`config.mk`:
```
export PLATFORM = sky130hd
export DESIGN_NAME = pipeline_ctrl_flat
export DESIGN_NICKNAME = d
export VERILOG_FILES = /design/src/rtl/pipeline_ctrl_if.sv /design/src/rtl/pipeline_ctrl.sv /design/src/flat_wrapper.sv
export SDC_FILE = /design/constraint.sdc
export NUM_CORES = 1
export LEC_CHECK = 0
export ABC_AREA = 1
export CAP_MARGIN = 10
export CORE_MARGIN = 4
export CORE_UTILIZATION = 45
export CTS_CLUSTER_DIAMETER = 200
export DETAILED_ROUTE_END_ITERATION = 10
export PLACE_DENSITY = 0.75
export SETUP_SLACK_MARGIN = 0.4
export SLEW_MARGIN = 5
export SYNTH_ARGS = -nofsm -noshare
export SYNTH_HDL_FRONTEND = slang
export SYNTH_SLANG_ARGS = --single-unit
```
`constraint.sdc`:
```
create_clock -name clk -period 1.6 [get_ports clk]
set_input_delay 0.32 -clock clk [delete_from_list [all_inputs] [get_ports clk]]
set_output_delay 0.32 -clock clk [all_outputs]
set_load 0.05 [all_outputs]
```
`src/rtl/pipeline_ctrl_if.sv`:
```
// Pipeline control bus: hazard/memory/halt requests in, register enables and status out.
interface pipeline_ctrl_if #(
    parameter int CNT_W = 16
);
    logic             data_hz;
    logic             br_taken;
    logic             imem_busy;
    logic             dmem_busy;
    logic             halt_id;
    logic             halt_wb;
    logic             pc_en;
    logic             ifid_en;
    logic             idex_en;
    logic             exmem_en;
    logic             memwb_en;
    logic             ifid_flush;
    logic             idex_bubble;
    logic [2:0]       state;
    logic             halted;
    logic             err;
    logic [CNT_W-1:0] stall_cnt;

    // Datapath side: raises requests, consumes enables/status.
    modport master (
        output data_hz, br_taken, imem_busy, dmem_busy, halt_id, halt_wb,
        input  pc_en, ifid_en, idex_en, exmem_en, memwb_en, ifid_flush, idex_bubble,
        input  state, halted, err, stall_cnt
    );

    // Controller side.
    modport slave (
        input  data_hz, br_taken, imem_busy, dmem_busy, halt_id, halt_wb,
        output pc_en, ifid_en, idex_en, exmem_en, memwb_en, ifid_flush, idex_bubble,
        output state, halted, err, stall_cnt
    );
endinterface

```
`src/rtl/pipeline_ctrl.sv`:
```
// Five-stage pipeline controller: stall/flush/bubble arbitration, HALT drain
// sequencing, protocol-violation detection and stall-cycle accounting.
module pipeline_ctrl #(
    parameter int CNT_W     = 16,
    parameter int DHZ_MAX   = 2,
    parameter int DRAIN_MAX = 4
) (
    input logic            clk,
    input logic            rst,
    pipeline_ctrl_if.slave bus
);
    typedef enum logic [2:0] {
        RUN     = 3'd0,
        MEMWAIT = 3'd1,
        DRAIN   = 3'd2,
        HALTED  = 3'd3
    } state_e;

    localparam int DRN_W = $clog2(DRAIN_MAX + 1);
    localparam int HZ_W  = $clog2(DHZ_MAX + 2);
    // Drain counter value on the last allowed advancing cycle.
    localparam logic [DRN_W-1:0] DRN_LAST = DRN_W'(DRAIN_MAX - 1);
    localparam logic [HZ_W-1:0]  HZ_MAX   = HZ_W'(DHZ_MAX);
    // Hazard counter parks one past the limit so it never wraps.
    localparam logic [HZ_W-1:0]  HZ_SAT   = HZ_W'(DHZ_MAX + 1);

    state_e           r_state, w_next;
    logic [DRN_W-1:0] r_drain_cnt, w_drain_nxt;
    logic [HZ_W-1:0]  r_hz_cnt, w_hz_nxt;
    logic [CNT_W-1:0] r_stall_cnt;
    logic             r_err, w_err_set;
    logic             w_p3, w_stall_inc;
    logic             w_pc_en, w_ifid_en, w_idex_en, w_exmem_en, w_memwb_en;
    logic             w_flush, w_bubble;

    // Priority arbitration of enables plus next-state / counter decisions.
    always_comb begin
        w_pc_en     = 1'b0;
        w_ifid_en   = 1'b0;
        w_idex_en   = 1'b0;
        w_exmem_en  = 1'b0;
        w_memwb_en  = 1'b0;
        w_flush     = 1'b0;
        w_bubble    = 1'b0;
        w_next      = r_state;
        w_drain_nxt = r_drain_cnt;
        w_p3        = 1'b0;
        w_err_set   = 1'b0;
        if (rst) begin
            case (r_state)
                HALTED: ;
                DRAIN: begin
                    if (bus.dmem_busy) begin
                        // Freeze: nothing advances, drain budget not consumed.
                    end else if (bus.br_taken) begin
                        // HALT was on the wrong path; redirect and resume.
                        {w_pc_en, w_ifid_en, w_idex_en, w_exmem_en, w_memwb_en} = '1;
                        w_flush  = 1'b1;
                        w_bubble = 1'b1;
                        w_next   = RUN;
                    end else begin
                        w_ifid_en  = 1'b1;
                        w_idex_en  = 1'b1;
                        w_exmem_en = 1'b1;
                        w_memwb_en = 1'b1;
                        w_flush    = 1'b1;
                        w_bubble   = 1'b1;
                        if (bus.halt_wb) begin
                            w_next = HALTED;
                        end else if (r_drain_cnt == DRN_LAST) begin
                            w_next    = HALTED;
                            w_err_set = 1'b1;
                        end else begin
                            w_drain_nxt = r_drain_cnt + 1'b1;
                        end
                    end
                end
                // MEMWAIT with memory ready behaves exactly like RUN.
                default: begin
                    if (bus.dmem_busy) begin
                        w_next = MEMWAIT;
                    end else if (bus.br_taken) begin
                        {w_pc_en, w_ifid_en, w_idex_en, w_exmem_en, w_memwb_en} = '1;
                        w_flush  = 1'b1;
                        w_bubble = 1'b1;
                        w_next   = RUN;
                    end else if (bus.data_hz) begin
                        w_idex_en  = 1'b1;
                        w_exmem_en = 1'b1;
                        w_memwb_en = 1'b1;
                        w_bubble   = 1'b1;
                        w_p3       = 1'b1;
                        w_next     = RUN;
                        if (r_hz_cnt >= HZ_MAX) w_err_set = 1'b1;
                    end else begin
                        {w_ifid_en, w_idex_en, w_exmem_en, w_memwb_en} = '1;
                        w_pc_en = !bus.imem_busy;
                        w_flush = bus.imem_busy;
                        if (bus.halt_id) begin
                            w_next      = DRAIN;
                            w_drain_nxt = '0;
                        end else begin
                            w_next = RUN;
                        end
                    end
                end
            endcase
        end
    end

    assign w_hz_nxt    = w_p3 ? ((r_hz_cnt == HZ_SAT) ? HZ_SAT : r_hz_cnt + 1'b1) : '0;
    assign w_stall_inc = (r_state != HALTED) && !w_pc_en && (r_stall_cnt != '1);

    // State, counters and sticky error.
    always_ff @(posedge clk or negedge rst) begin
        if (!rst) begin
            r_state     <= RUN;
            r_drain_cnt <= '0;
            r_hz_cnt    <= '0;
            r_stall_cnt <= '0;
            r_err       <= 1'b0;
        end else begin
            r_state     <= w_next;
            r_drain_cnt <= w_drain_nxt;
            r_hz_cnt    <= w_hz_nxt;
            if (w_stall_inc) r_stall_cnt <= r_stall_cnt + 1'b1;
            if (w_err_set)   r_err       <= 1'b1;
        end
    end

    assign bus.pc_en       = w_pc_en;
    assign bus.ifid_en     = w_ifid_en;
    assign bus.idex_en     = w_idex_en;
    assign bus.exmem_en    = w_exmem_en;
    assign bus.memwb_en    = w_memwb_en;
    assign bus.ifid_flush  = w_flush;
    assign bus.idex_bubble = w_bubble;
    assign bus.state       = r_state;
    assign bus.halted      = (r_state == HALTED);
    assign bus.err         = r_err;
    assign bus.stall_cnt   = r_stall_cnt;
endmodule
```
`src/flat_wrapper.sv`:
```
// flat-port wrapper written by rule: the top's interface ports become plain ports
module pipeline_ctrl_flat 
#(
    parameter int CNT_W     = 16,
    parameter int DHZ_MAX   = 2,
    parameter int DRAIN_MAX = 4
)
  (clk, rst, bus_data_hz, bus_br_taken, bus_imem_busy, bus_dmem_busy, bus_halt_id, bus_halt_wb, bus_pc_en, bus_ifid_en, bus_idex_en, bus_exmem_en, bus_memwb_en, bus_ifid_flush, bus_idex_bubble, bus_state, bus_halted, bus_err, bus_stall_cnt);
  pipeline_ctrl_if #(.CNT_W(CNT_W)) bus_i ();
  input logic clk;
  input logic rst;
  input wire logic [$bits(bus_i.data_hz)-1:0] bus_data_hz;
  input wire logic [$bits(bus_i.br_taken)-1:0] bus_br_taken;
  input wire logic [$bits(bus_i.imem_busy)-1:0] bus_imem_busy;
  input wire logic [$bits(bus_i.dmem_busy)-1:0] bus_dmem_busy;
  input wire logic [$bits(bus_i.halt_id)-1:0] bus_halt_id;
  input wire logic [$bits(bus_i.halt_wb)-1:0] bus_halt_wb;
  output wire logic [$bits(bus_i.pc_en)-1:0] bus_pc_en;
  output wire logic [$bits(bus_i.ifid_en)-1:0] bus_ifid_en;
  output wire logic [$bits(bus_i.idex_en)-1:0] bus_idex_en;
  output wire logic [$bits(bus_i.exmem_en)-1:0] bus_exmem_en;
  output wire logic [$bits(bus_i.memwb_en)-1:0] bus_memwb_en;
  output wire logic [$bits(bus_i.ifid_flush)-1:0] bus_ifid_flush;
  output wire logic [$bits(bus_i.idex_bubble)-1:0] bus_idex_bubble;
  output wire logic [$bits(bus_i.state)-1:0] bus_state;
  output wire logic [$bits(bus_i.halted)-1:0] bus_halted;
  output wire logic [$bits(bus_i.err)-1:0] bus_err;
  output wire logic [$bits(bus_i.stall_cnt)-1:0] bus_stall_cnt;
  assign bus_i.data_hz = bus_data_hz;
  assign bus_i.br_taken = bus_br_taken;
  assign bus_i.imem_busy = bus_imem_busy;
  assign bus_i.dmem_busy = bus_dmem_busy;
  assign bus_i.halt_id = bus_halt_id;
  assign bus_i.halt_wb = bus_halt_wb;
  assign bus_pc_en = bus_i.pc_en;
  assign bus_ifid_en = bus_i.ifid_en;
  assign bus_idex_en = bus_i.idex_en;
  assign bus_exmem_en = bus_i.exmem_en;
  assign bus_memwb_en = bus_i.memwb_en;
  assign bus_ifid_flush = bus_i.ifid_flush;
  assign bus_idex_bubble = bus_i.idex_bubble;
  assign bus_state = bus_i.state;
  assign bus_halted = bus_i.halted;
  assign bus_err = bus_i.err;
  assign bus_stall_cnt = bus_i.stall_cnt;
  pipeline_ctrl #(.CNT_W(CNT_W), .DHZ_MAX(DHZ_MAX), .DRAIN_MAX(DRAIN_MAX)) u_core (.clk(clk), .rst(rst), .bus(bus_i));
endmodule
```
Word-level counts from Yosys, hierarchy flattened:

Cells that the tools add are included.
W data, S select, Z words.

* ROM bits: 0
* memory bits (writable): 0
* memories kept: 0
* latch bits: 0
* word-level logic and storage cells: 90
* output and inout bits: 28
* register bits: 25
* input port bits: 8

* reduce and logical (&&, ||, !) cells: 8
* multiply operators: 0
* bitwise logic cells: 3
* add/sub/neg operators: 3
* equality and inequality tests: 11
* magnitude comparators: 1
* div/mod/pow operators: 0
* mux-type cells: 59
* shift-type cells: 0

Operator list (count)
* $mux W3: 15
* $mux W1: 34
* $add A16 B1 Y16 const B: 1
* $ne A16 B16 Y1 const B: 1
* $pmux W3 S2: 2
* $pmux W1 S2: 5
* $eq A3 B2 Y1 const B: 3
* $reduce_and A8 Y1: 1
* $mux W2: 3
* $ne A2 B2 Y1 const B: 3
* $ne A4 B3 Y1 const B: 1
* $reduce_and A4 Y1: 1
* $add A3 B1 Y3 const B: 1
* $ne A3 B2 Y1 const B: 1
* $not A1 Y1: 3
* $add A2 B1 Y2 const B: 1
* $eq A2 B2 Y1 const B: 1
* $ge A2 B2 Y1 const B: 1
* $logic_and A1 B1 Y1: 2
* $logic_not A1 Y1: 2
* $ne A2 B1 Y1 const B: 1
* $reduce_bool A2 Y1: 1
* $reduce_or A2 Y1: 1

Longest topological paths before layout:

Gate-level depths: netlist of run 1.

* depth in word-level cells: 9
* mapped depth: 10
* depth with buffers taken out: 9

Worst setup path after synthesis of run 1:

OpenSTA, ideal clock, no wires.

* kind: register -> output
* from: reg u_core.r_state[0] (netlist: u_core.bus.state[0])
* to: out bus_ifid_flush
* stages on the path, launching flop included: 8
* data required time: 1.280 ns
* path slack: -2.036 ns
* arrival: 3.316 ns
* buffers on the path: 0
* cell sequence: dfrtp_1 > nand2_4 > inv_1 > nor2_1 > inv_1 > nor2_1 > o21ai_0 > inv_1

* longest elaborated chain between the ends: 3
* elaborated cells on any way between the ends: 4
* those cells by class: eq/ne (2); mux (2)

RTL lines
* from (decl): line pipeline_ctrl.sv:27 `state_e r_state, w_next;`
* from (signal assigned): line pipeline_ctrl.sv:123 `r_state <= w_next;`
* $eq A3 B2 Y1
* net bus_halted: line flat_wrapper.sv:26 `output wire logic [$bits(bus_i.halted)-1:0] bus_halted;`
* $pmux W1 S2: line pipeline_ctrl.sv:50 `case (r_state)`
* $mux W1: line pipeline_ctrl.sv:49 `if (rst) begin`
* to (decl): line flat_wrapper.sv:23 `output wire logic [$bits(bus_i.ifid_flush)-1:0] bus_ifid_flush;`

The timed path passes the listed nets, and every way through them passes these cells.

Final worst setup path of run 1:

* from: reg u_core.r_state[1] (netlist: u_core.bus.state[1])
* to: out bus_ifid_flush

* longest elaborated chain between the ends: 3
* elaborated cells on any way between the ends: 4
* those cells by class: eq/ne (2); mux (2)

RTL lines (line)
* $eq A3 B2 Y1: pipeline_ctrl.sv:50
* $pmux W1 S2 *: pipeline_ctrl.sv:50
* $mux W1 *: pipeline_ctrl.sv:49

Mark *: on every way between the ends. The rest lies on a longest branch, timed or not.

==> metrics.cfg, run 1 <==
[run_status]
result_of_the_run = complete, but fails checks
failed_checks = negative setup slack

[synth]
yosys.cell_count.top_type = nand2_1
ys.flop_type = dfrtp_1
synthCells = 238
number_of_distinct_library_cells_after_synthesis = 24
synth-seq-area-share_pct = 37.0
synth_cell_count_leaders = nand2_1 (94), nor2_1 (30), dfrtp_1 (24)
synth-seq-cells = 24
average_instance_area_after_synthesis_um2 = 6.82
synth.largest_area_cell = dfrtp_1
syn_nets = 249
postSynth.asyncResetShare_pct = 100
synthesis.area_um2 = 1620
synth-edff-count = 0
synth_warn = 0
synth_top_area_share_pct = 37.0
yosys-top-cells-area = dfrtp_1 (37%), nand2_1 (22%), nor2_1 (6.9%)

[power_and_ir_drop]
pwr-share-clk_pct = 9.0
peakVddDrop_mv = 1.22
power_leakage_nw = 1.53
sw_frac_of_total_pct = 48.1
total_net_switching_power_mw = 2.49
power_frac_comb_pct = 73.3
p_per_area_nw_per_um2 = 1590
power_frac_seq_pct = 17.7
p_int_mw = 2.69

[timing]
setup_repair_after_global_routing_missed_its_margin = yes
clock.fmax_mhz = 481
setup_slack_ps = -479
timing.final.crit_share_pct = 130
timing.final.hold_violations = 0
post-route-min-period_ps = 2080
drv_slew = 0
finalSetupViolations = 27
worst_clock_skew_ps = 3.48
timing.hold.ws_ps = 404

[drt]
vias_per_cell = 6.55
routed_wire_length_per_instance_um = 25.7
drt_first_iter_violations = 585
dr.pass1.iters = 11
drc = 0
routed_wirelength_um = 10300
ant_nets = 0
route.vias.total = 2618

[worst_setup_path]
rr_startpoint = u_core.bus.stall_cnt[1]
critPathLaunchType = flip-flop
worst-path-max-fanout = 3
crit_arrival_ps = 1760
path_class = flip-flop to primary output
worst_ep_required_time_ps = 1280
crit_start = u_core.bus.state[1]
critPathCaptureType = primary output

[grt]
grt_pass1_vias = 2291
grt_first_pass_wirelength_um = 12100
grt-ovfl-total = 0
track_usage_pct = 36.4
grt_start_max_net_pins = 20
antenna_found_initial = 0

[cells_and_area]
fin_nets = 366
utilization_pct = 95.1
multiInputGateArea_um2 = 1090
synthToLayoutAreaGrowth_pct = 100
sequential_cell_area_um2 = 626
drive_gt1_share_pct = 52.3
ant_diodes = 0
nFillCells = 89

[floorplan]
floorplan.die_area_um2 = 4630
initial_core_util_pct = 47.5
die_width_um = 68.1
pin_count = 36
die_h_um = 68.1
fp.coreArea_um2 = 3420
rows = 21

[placed_design]
count_of_input_and_output_buffers = 34
placement.setup.worst_slack_ps = -565
place.gp.congestion = 0.845
detailedPlacementHpwl_um = 3780

[clocking]
cts_hold_repair.buffers = 0
total_clock_sinks = 24
h-tree-depth = 1
clk-insertion-delay-late_ps = 350
max-clock-path-buffers = 2
ctsRootBufferMaster = clkbuf_4
post_cts_clock_slew_at_the_launch_and_capture_registers_of_the_worst_setup_and_hold_paths_ps = 140
cts_tree = done
tritoncts.num_buffers = 3

[job]
max_cap_viol_count = 0

[hold_path]
timing.hold.worst.class = input pin to async pin

==> flip-flops by register name, summed over array words and instances (netlist names) <==
signal	cells
u_core.bus.err	1
u_core.bus.stall_cnt	16
u_core.bus.state	2
u_core.r_drain_cnt	3
u_core.r_hz_cnt	2
==> worst paths after layout <==
check | end | slack, ps | depth (start not counted)
worst max-delay path | bus_ifid_flush | -480 | 9
worst min-delay path | u_core.bus.stall_cnt[7] | 400 | 2
worst max register to register | u_core.bus.stall_cnt[14] | -200 | 9
worst min register to register | u_core.r_hz_cnt[0] | 500 | 1
max in group asynchronous | u_core.bus.state[0] | 920 | 2
min in group clk | u_core.r_hz_cnt[0] | 500 | 1
==> repair_timing <==
action | CTS | global route
setup buffers | 22 | 19
pin swaps | 11 | 4
endpoints found under the setup margin | 51 | 51
cloned | 1 | 1
gates resized for setup | 44 | 24
==> power by group through the flow <==
stage | clock, mW | combinational [mW] | sequential (mW)
4_1_cts | 0.447 | 3.12 | 0.899
3_3_place_gp | 0 | 2.67 | 0.897
5_1_grt | 0.482 | 3.87 | 0.924
2_1_floorplan | 0 | 1.15 | 1.28
3_5_place_dp | 0 | 2.74 | 0.907
6_report | 0.466 | 3.80 | 0.918
==> final cells by class <==
cell class,count,area share [%]
clock inverter,1,0.924
tap,46,1.77
clock buffer,3,0.693
inverter,23,2.89
timing repair buffer,116,41.0
sequential,24,19.3
multi-input combinational,187,33.4
==> metrics by stage <==
stage	instances	power (mW)	instance area (µm²)	setup TNS, ps
3_5_place_dp	353	3.65	2660	-9970
2_1_floorplan	238	2.42	1740	-4020
5_1_grt	400	5.28	3250	-6010
6_report	400	5.18	3250	-5420
4_1_cts	380	4.46	3040	-2200
3_3_place_gp	353	3.56	2660	-8450
==> kinds of logic after synthesis <==
| group | synth area share, % |
|---|---|
| and+or+nand+nor | 43.2 |
| buffers and inverters | 8.79 |
| DFF | 37.0 |
| AOI/OAI and AO/OA | 4.70 |
| xor gates and xnor gates | 3.78 |
| adders and majority gates | 2.31 |
| other | 0.231 |
==> layer usage <==
layer,up-vias,global-route usage [%],share of wire (%)
met5,-,0,0
met4,0,22.1,9.9
met3,134,8.54,13
met2,311,60.5,44
met1,1184,42.2,32
li1,989,-,-
==> cells in the final DEF, fill, tap and decap left out, types with 11 or more instances in the layout <==
| cell | n |
|---|---|
| nand4_1 | 12 |
| nand2_2 | 13 |
| nand2_1 | 79 |
| buf_4 | 55 |
| inv_1 | 16 |
| buf_6 | 25 |
| buf_12 | 27 |
| dfrtp_2 | 17 |
| nor2_1 | 17 |
| nand3_1 | 11 |
==> worst max-delay path: stages (launching register included) <==
cell and delay, ps:
dfrtp_2 490, buf_12 150, nand2_8 50, clkinvlp_4 100
nor2_4 110, inv_2 70, nor2_4 120, o21ai_2 90
inv_2 90, buf_12 130
(Power assumes the default switching activity.)
==> run 2: changes to the inputs <==
==> constraint.sdc (replaced) <==
create_clock -name clk -period 1.6 [get_ports clk]
set_input_delay 0.24 -clock clk [delete_from_list [all_inputs] [get_ports clk]]
set_output_delay 0.24 -clock clk [all_outputs]
set_load 0.05 [all_outputs]
==> run 2 against run 1 <==
  * The flow still finishes with violations (negative setup slack)
  * Final cell count fell by 4.8%
  * First-iteration DRC count fell by 43%
  * Global-route usage fell by 7.0 points
  * Combinational power fell by 4%
  * Critical endpoint unchanged
  * Largest power group unchanged
  * Highest routed layer unchanged
==> metrics.cfg, run 2 (synthesized netlist as in run 1, its figures left out) <==
[clocking]
cts_tree = done
tritoncts.num_buffers = 3  ; unchanged
ctsRootBufferMaster = clkbuf_4
max-clock-path-buffers = 2  ; unchanged
clk-insertion-delay-late_ps = 340  ; about the same
total_clock_sinks = 24  ; unchanged
cts_hold_repair.buffers = 0  ; unchanged
post_cts_clock_slew_at_the_launch_and_capture_registers_of_the_worst_setup_and_hold_paths_ps = 140  ; about the same
h-tree-depth = 1  ; unchanged

[drt]
ant_nets = 0  ; unchanged
routed_wirelength_um = 7080  ; -31%
route.vias.total = 2182  ; -17%
vias_per_cell = 5.73  ; -12%
dr.pass1.iters = 5  ; -6
drc = 0  ; unchanged
drt_first_iter_violations = 336  ; -43%
routed_wire_length_per_instance_um = 18.6  ; -28%

[grt]
antenna_found_initial = 0  ; unchanged
grt_start_max_net_pins = 20  ; unchanged
track_usage_pct = 29.4  ; -7.0 points
grt_first_pass_wirelength_um = 10200  ; -16%
grt-ovfl-total = 0  ; unchanged
grt_pass1_vias = 2128  ; -7.1%

[cells_and_area]
flip_flop_count_of_the_largest_register_after_layout = 16  ; unchanged
commonest_cells_after_routing_fill_and_taps_aside = nand2_1 (73), buf_4 (39), buf_6 (24)
final_cell_count_no_fill = 381  ; -4.8%
layout.cells.most_common = nand2_1
fin_nets = 347  ; -5.2%
ant_diodes = 0  ; unchanged
utilization_pct = 89.8  ; -5.3 points
synthToLayoutAreaGrowth_pct = 89.1
drive_gt1_share_pct = 51.3  ; -0.92 points

[worst_setup_path]
critical_path_depth = 9  ; unchanged
worst_path_dominant_cell_family = buffers and inverters
worst_path_max_delay_cell = dfrtp_2
worst-r2r-cell-count = 10  ; +1
worstPathBufferInverterCount = 5  ; unchanged
critPathLaunchType = flip-flop
max_stage_delay_ps = 450  ; -40 ps
worst-path-max-fanout = 3  ; unchanged
path_class = flip-flop to primary output
worst_ep_required_time_ps = 1360  ; +80 ps
reg2reg_setup_slack_ps = -250  ; -50 ps
critPathCaptureType = primary output
crit_arrival_ps = 1650  ; -110 ps
crit_path_cell_trace = buf_12 > nand2_8 > clkinvlp_4 > nor2_4 > inv_2 > nor2_4 > o21ai_2 > inv_2 > buf_12

[placed_design]
place.gp.congestion = 0.859  ; +1.6%
count_of_input_and_output_buffers = 34  ; unchanged
placement.setup.worst_slack_ps = -399  ; +166 ps
dpl.cell_count = 345  ; -2.3%
detailedPlacementHpwl_um = 3390  ; -10%

[floorplan]
die_h_um = 68.1  ; unchanged
rows = 21  ; unchanged
pin_count = 36  ; unchanged
floorplan.die_area_um2 = 4630  ; unchanged
die_width_um = 68.1  ; unchanged
initial_core_util_pct = 47.5  ; unchanged
fp.coreArea_um2 = 3420  ; unchanged

[timing]
timing.hold.ws_ps = 344  ; -59.5 ps
post-route-min-period_ps = 1890  ; -188 ps
clock.fmax_mhz = 529  ; +10%
timing.final.hold_violations = 0  ; unchanged
finalSetupViolations = 28  ; +3.7%
worst_clock_skew_ps = 12.3  ; +8.78 ps
setup_slack_ps = -291  ; +188 ps
drv_slew = 0  ; unchanged
timing.final.crit_share_pct = 118  ; -12 points
setup_repair_after_global_routing_missed_its_margin = yes

[run_status]
failed_checks = negative setup slack
result_of_the_run = complete, but fails checks

[power_and_ir_drop]
power_leakage_nw = 1.43  ; -6.4%
power.total_mw = 4.87  ; -5.9%
peakVddDrop_mv = 1.41  ; +15%
p_per_area_nw_per_um2 = 1590  ; -0.36%

[hold_path]
timing.hold.worst.class = input pin to async pin

[job]
max_cap_viol_count = 0  ; unchanged

-- run 2: worst reg2reg max path: cells and delay by family (launching register included) --
kind	cells	cell delay, ps
buffers and inverters	5	570
and+or+nand+nor	4	390
DFF	1	540
AOI/OAI and AO/OA	1	320
-- run 2: final timing paths --
path                                startpoint                       end
max                        u_core.bus.state[1]            bus_ifid_flush
max reg2reg                u_core.bus.state[0]  u_core.bus.stall_cnt[12]
min in group clk            u_core.r_hz_cnt[0]        u_core.r_hz_cnt[0]
min                                        rst   u_core.bus.stall_cnt[1]
max in group asynchronous                  rst       u_core.bus.state[0]
min reg2reg                 u_core.r_hz_cnt[0]        u_core.r_hz_cnt[0]
-- run 2: what timing repair did --
action,in CTS,in global routing
pin swaps,17,12
setup endpoints to repair,50,51
buffers inserted,27,4
gates cloned,1,0
gates resized for setup,75,31
-- run 2: area by class of cell --
type | instances | area (µm²)
Inverter | 23 | 101
Clock buffer | 4 | 36.3
Tap cell | 46 | 57.6
Timing Repair Buffer | 98 | 1120
Sequential cell | 24 | 626
Fill cell | 147 | 348
Multi-Input combinational cell | 186 | 1130
-- run 2: through the flow --
stage | area, µm² | setup TNS [ps]
floorplan | 1740 | -3520
global placement | 2420 | -5400
detailed placement | 2420 | -6220
CTS | 2930 | -3200
global route | 3070 | -8660
finish | 3070 | -6420
-- run 2: routing by layer --
| metal | vias up | global-route usage (%) | part of all wire (%) | routed length [µm] |
|---|---|---|---|---|
| met5 | - | 0 | 0 | 0 |
| met4 | 0 | 7.69 | 3.0 | 213 |
| met3 | 33 | 5.09 | 6.0 | 428 |
| li1 | 945 | - | - | - |
| met1 | 1064 | 35.6 | 37 | 2620 |
| met2 | 140 | 53.4 | 54 | 3820 |
-- run 2: report_power, final --
group          switching [mW]  total [mW]  internal [mW]
clock network           0.198       0.338          0.140
logic                    1.96        3.64           1.68
registers               0.143       0.896          0.752
==> run 3: changes to the inputs <==
- SLEW_MARGIN: 5 -> default
- TNS_END_PERCENT: default -> 5
==> run 3 against run 2 <==
  * The flow still finishes with violations (negative setup slack)
  * Final cell count down 5.8%
  * Hold slack worse by 14 ps
  * Highest routed layer unchanged
  * Count of clock-buffer cells in the layout unchanged
  * Maximum frequency up 4.4%
  * Non-clock buffer count down 21
  * Sequential power down 5.8%
  * Clock skew down 8.0 ps
  * Routed wire length down 26%
==> metrics.cfg, run 3 (synthesized netlist as in run 1, its figures left out) <==
[run_status]
result_of_the_run = complete, but fails checks
failed_checks = negative setup slack

[cells_and_area]
nFillCells = 211  ; +44%
layout.cells.most_common = nand2_1
final_cell_count_no_fill = 359  ; -5.8%
synthToLayoutAreaGrowth_pct = 68.2
flip_flop_count_of_the_largest_register_after_layout = 16  ; unchanged
sequential_cell_area_um2 = 606  ; -3.2%
drive_gt1_share_pct = 34.5  ; -17 points
fin_nets = 325  ; -6.3%
ant_diodes = 0  ; unchanged
design_area_um2 = 2730  ; -11%
commonest_cells_after_routing_fill_and_taps_aside = nand2_1 (92), buf_4 (25), nor2_1 (23)
multiInputGateArea_um2 = 975  ; -14%
utilization_pct = 79.9  ; -9.9 points

[clocking]
ctsRootBufferMaster = clkbuf_4
total_clock_sinks = 24  ; unchanged
max-clock-path-buffers = 2  ; unchanged
cts_tree = done
tritoncts.num_buffers = 3  ; unchanged
h-tree-depth = 1  ; unchanged
cts_hold_repair.buffers = 0  ; unchanged
post_cts_clock_slew_at_the_launch_and_capture_registers_of_the_worst_setup_and_hold_paths_ps = 130  ; about the same
clk-insertion-delay-late_ps = 320  ; -20 ps

[timing]
timing.final.crit_share_pct = 113  ; -5.0 points
finalSetupViolations = 24  ; -14%
timing.final.hold_violations = 0  ; unchanged
setup_repair_after_global_routing_missed_its_margin = yes
post-route-min-period_ps = 1810  ; -80.1 ps
worst_clock_skew_ps = 4.25  ; -8.01 ps
clock.fmax_mhz = 552  ; +4.4%
setup_slack_ps = -211  ; +80.1 ps
drv_slew = 0  ; unchanged

[job]
max_cap_viol_count = 0  ; unchanged

[floorplan]
die_width_um = 68.1  ; unchanged
pin_count = 36  ; unchanged
die_h_um = 68.1  ; unchanged
rows = 21  ; unchanged
floorplan.die_area_um2 = 4630  ; unchanged
initial_core_util_pct = 47.5  ; unchanged
fp.coreArea_um2 = 3420  ; unchanged

[worst_setup_path]
crit_start = u_core.bus.state[1]
critical_path.reg2reg.endpoint = u_core.bus.stall_cnt[9]
worst-r2r-cell-count = 8  ; -2
max_stage_delay_ps = 430  ; -20 ps
path_class = flip-flop to primary output
worst_path_max_delay_cell = dfrtp_2
worst_path_dominant_cell_family = buffers and inverters
worstPathBufferInverterCount = 5  ; unchanged
critPathLaunchType = flip-flop
critPathCaptureType = primary output
crit_path_cell_trace = buf_6 > nand2_8 > clkinvlp_4 > nor2_4 > inv_2 > nor2_4 > o21ai_2 > inv_2 > buf_12
worst_ep_required_time_ps = 1360  ; about the same
crit_arrival_ps = 1570  ; -80 ps
worst-path-max-fanout = 3  ; unchanged
reg2reg_setup_slack_ps = -60  ; +190 ps
rr_startpoint = u_core.bus.stall_cnt[0]

[drt]
routed_wirelength_um = 5200  ; -26%
drt_first_iter_violations = 153  ; -54%
routed_wire_length_per_instance_um = 14.5  ; -22%
drc = 0  ; unchanged
route.vias.total = 1854  ; -15%
dr.pass1.iters = 5  ; unchanged
ant_nets = 0  ; unchanged
vias_per_cell = 5.16  ; -9.8%

[grt]
grt_pass1_vias = 1875  ; -12%
grt-ovfl-total = 0  ; unchanged
grt_start_max_net_pins = 17  ; -15%
grt_first_pass_wirelength_um = 8290  ; -18%
track_usage_pct = 23.7  ; -5.7 points
antenna_found_initial = 0  ; unchanged

[placed_design]
count_of_input_and_output_buffers = 34  ; unchanged
dpl.cell_count = 347  ; +0.58%
placement.setup.worst_slack_ps = -403  ; -3.41 ps
placed_cell_area_um2 = 2470  ; +2.0%
detailedPlacementHpwl_um = 3540  ; +4.4%
place.gp.congestion = 0.863  ; +0.50%

[power_and_ir_drop]
power_leakage_nw = 1.30  ; -9.4%
p_per_area_nw_per_um2 = 1490  ; -6.0%
peakVddDrop_mv = 1.38  ; -1.6%
power.total_mw = 4.08  ; -16%

[hold_path]
timing.hold.worst.class = input pin to async pin

run 3: changes by cell type in the layout (fill, tap and decap cells not counted), moves of 5 or more:
cell and delta:
buf_12 +9, buf_4 -14, nand2_2 -15, dfrtp_1 +16, nor2_4 -5, dfrtp_2 -16, buf_8 -13, nand2_1 +19
run 3: layout make-up:
| cell class | count | area share [%] |
|---|---|---|
| Timing Repair Buffer | 77 | 35.3 |
| Inverter | 23 | 3.39 |
| Tap cell | 46 | 2.11 |
| Multi-Input combinational cell | 185 | 35.7 |
| Sequential cell | 24 | 22.2 |
| Clock buffer | 4 | 1.33 |
run 3: timing repair:
action / in CTS / in global routing
pin swaps: 7 / 4
setup endpoints to repair: 50 / 51
gates resized for setup: 40 / 11
cloned: 0 / 0
buffers inserted: 7 / 1
run 3: worst max path at each step:
stage | endpoint | slack (ps) | cells after the start
3_3_place_gp | u_core.bus.stall_cnt[6] | -340 | 9
4_1_cts | bus_ifid_flush | -200 | 8
5_1_grt | bus_ifid_flush | -280 | 8
6_report | bus_ifid_flush | -210 | 9
3_5_place_dp | u_core.bus.stall_cnt[15] | -400 | 9
2_1_floorplan | bus_ifid_flush | -800 | 7
run 3: routing by layer:
layer  wire length, µm  GRT usage, %
met1              2100          27.2
met4               109          6.20
met3               251          4.93
met5                 0             0
met2              2740          44.3
run 3: report_power, final:
part           total (mW)  internal, mW  leakage (nW)  switching (mW)
sequential          0.844         0.739         0.320           0.105
clock               0.323         0.139        0.0210           0.184
combinational        2.91          1.26         0.956            1.65
run 3: through the flow:
| step | hold slack, ps | setup TNS, ps |
|---|---|---|
| 3_3_place_gp | 434 | -5740 |
| 3_5_place_dp | 456 | -6650 |
| 4_1_cts | 323 | -1460 |
| 5_1_grt | 343 | -3740 |
| 6_report | 330 | -1860 |
| 2_1_floorplan | -55.6 | -7940 |
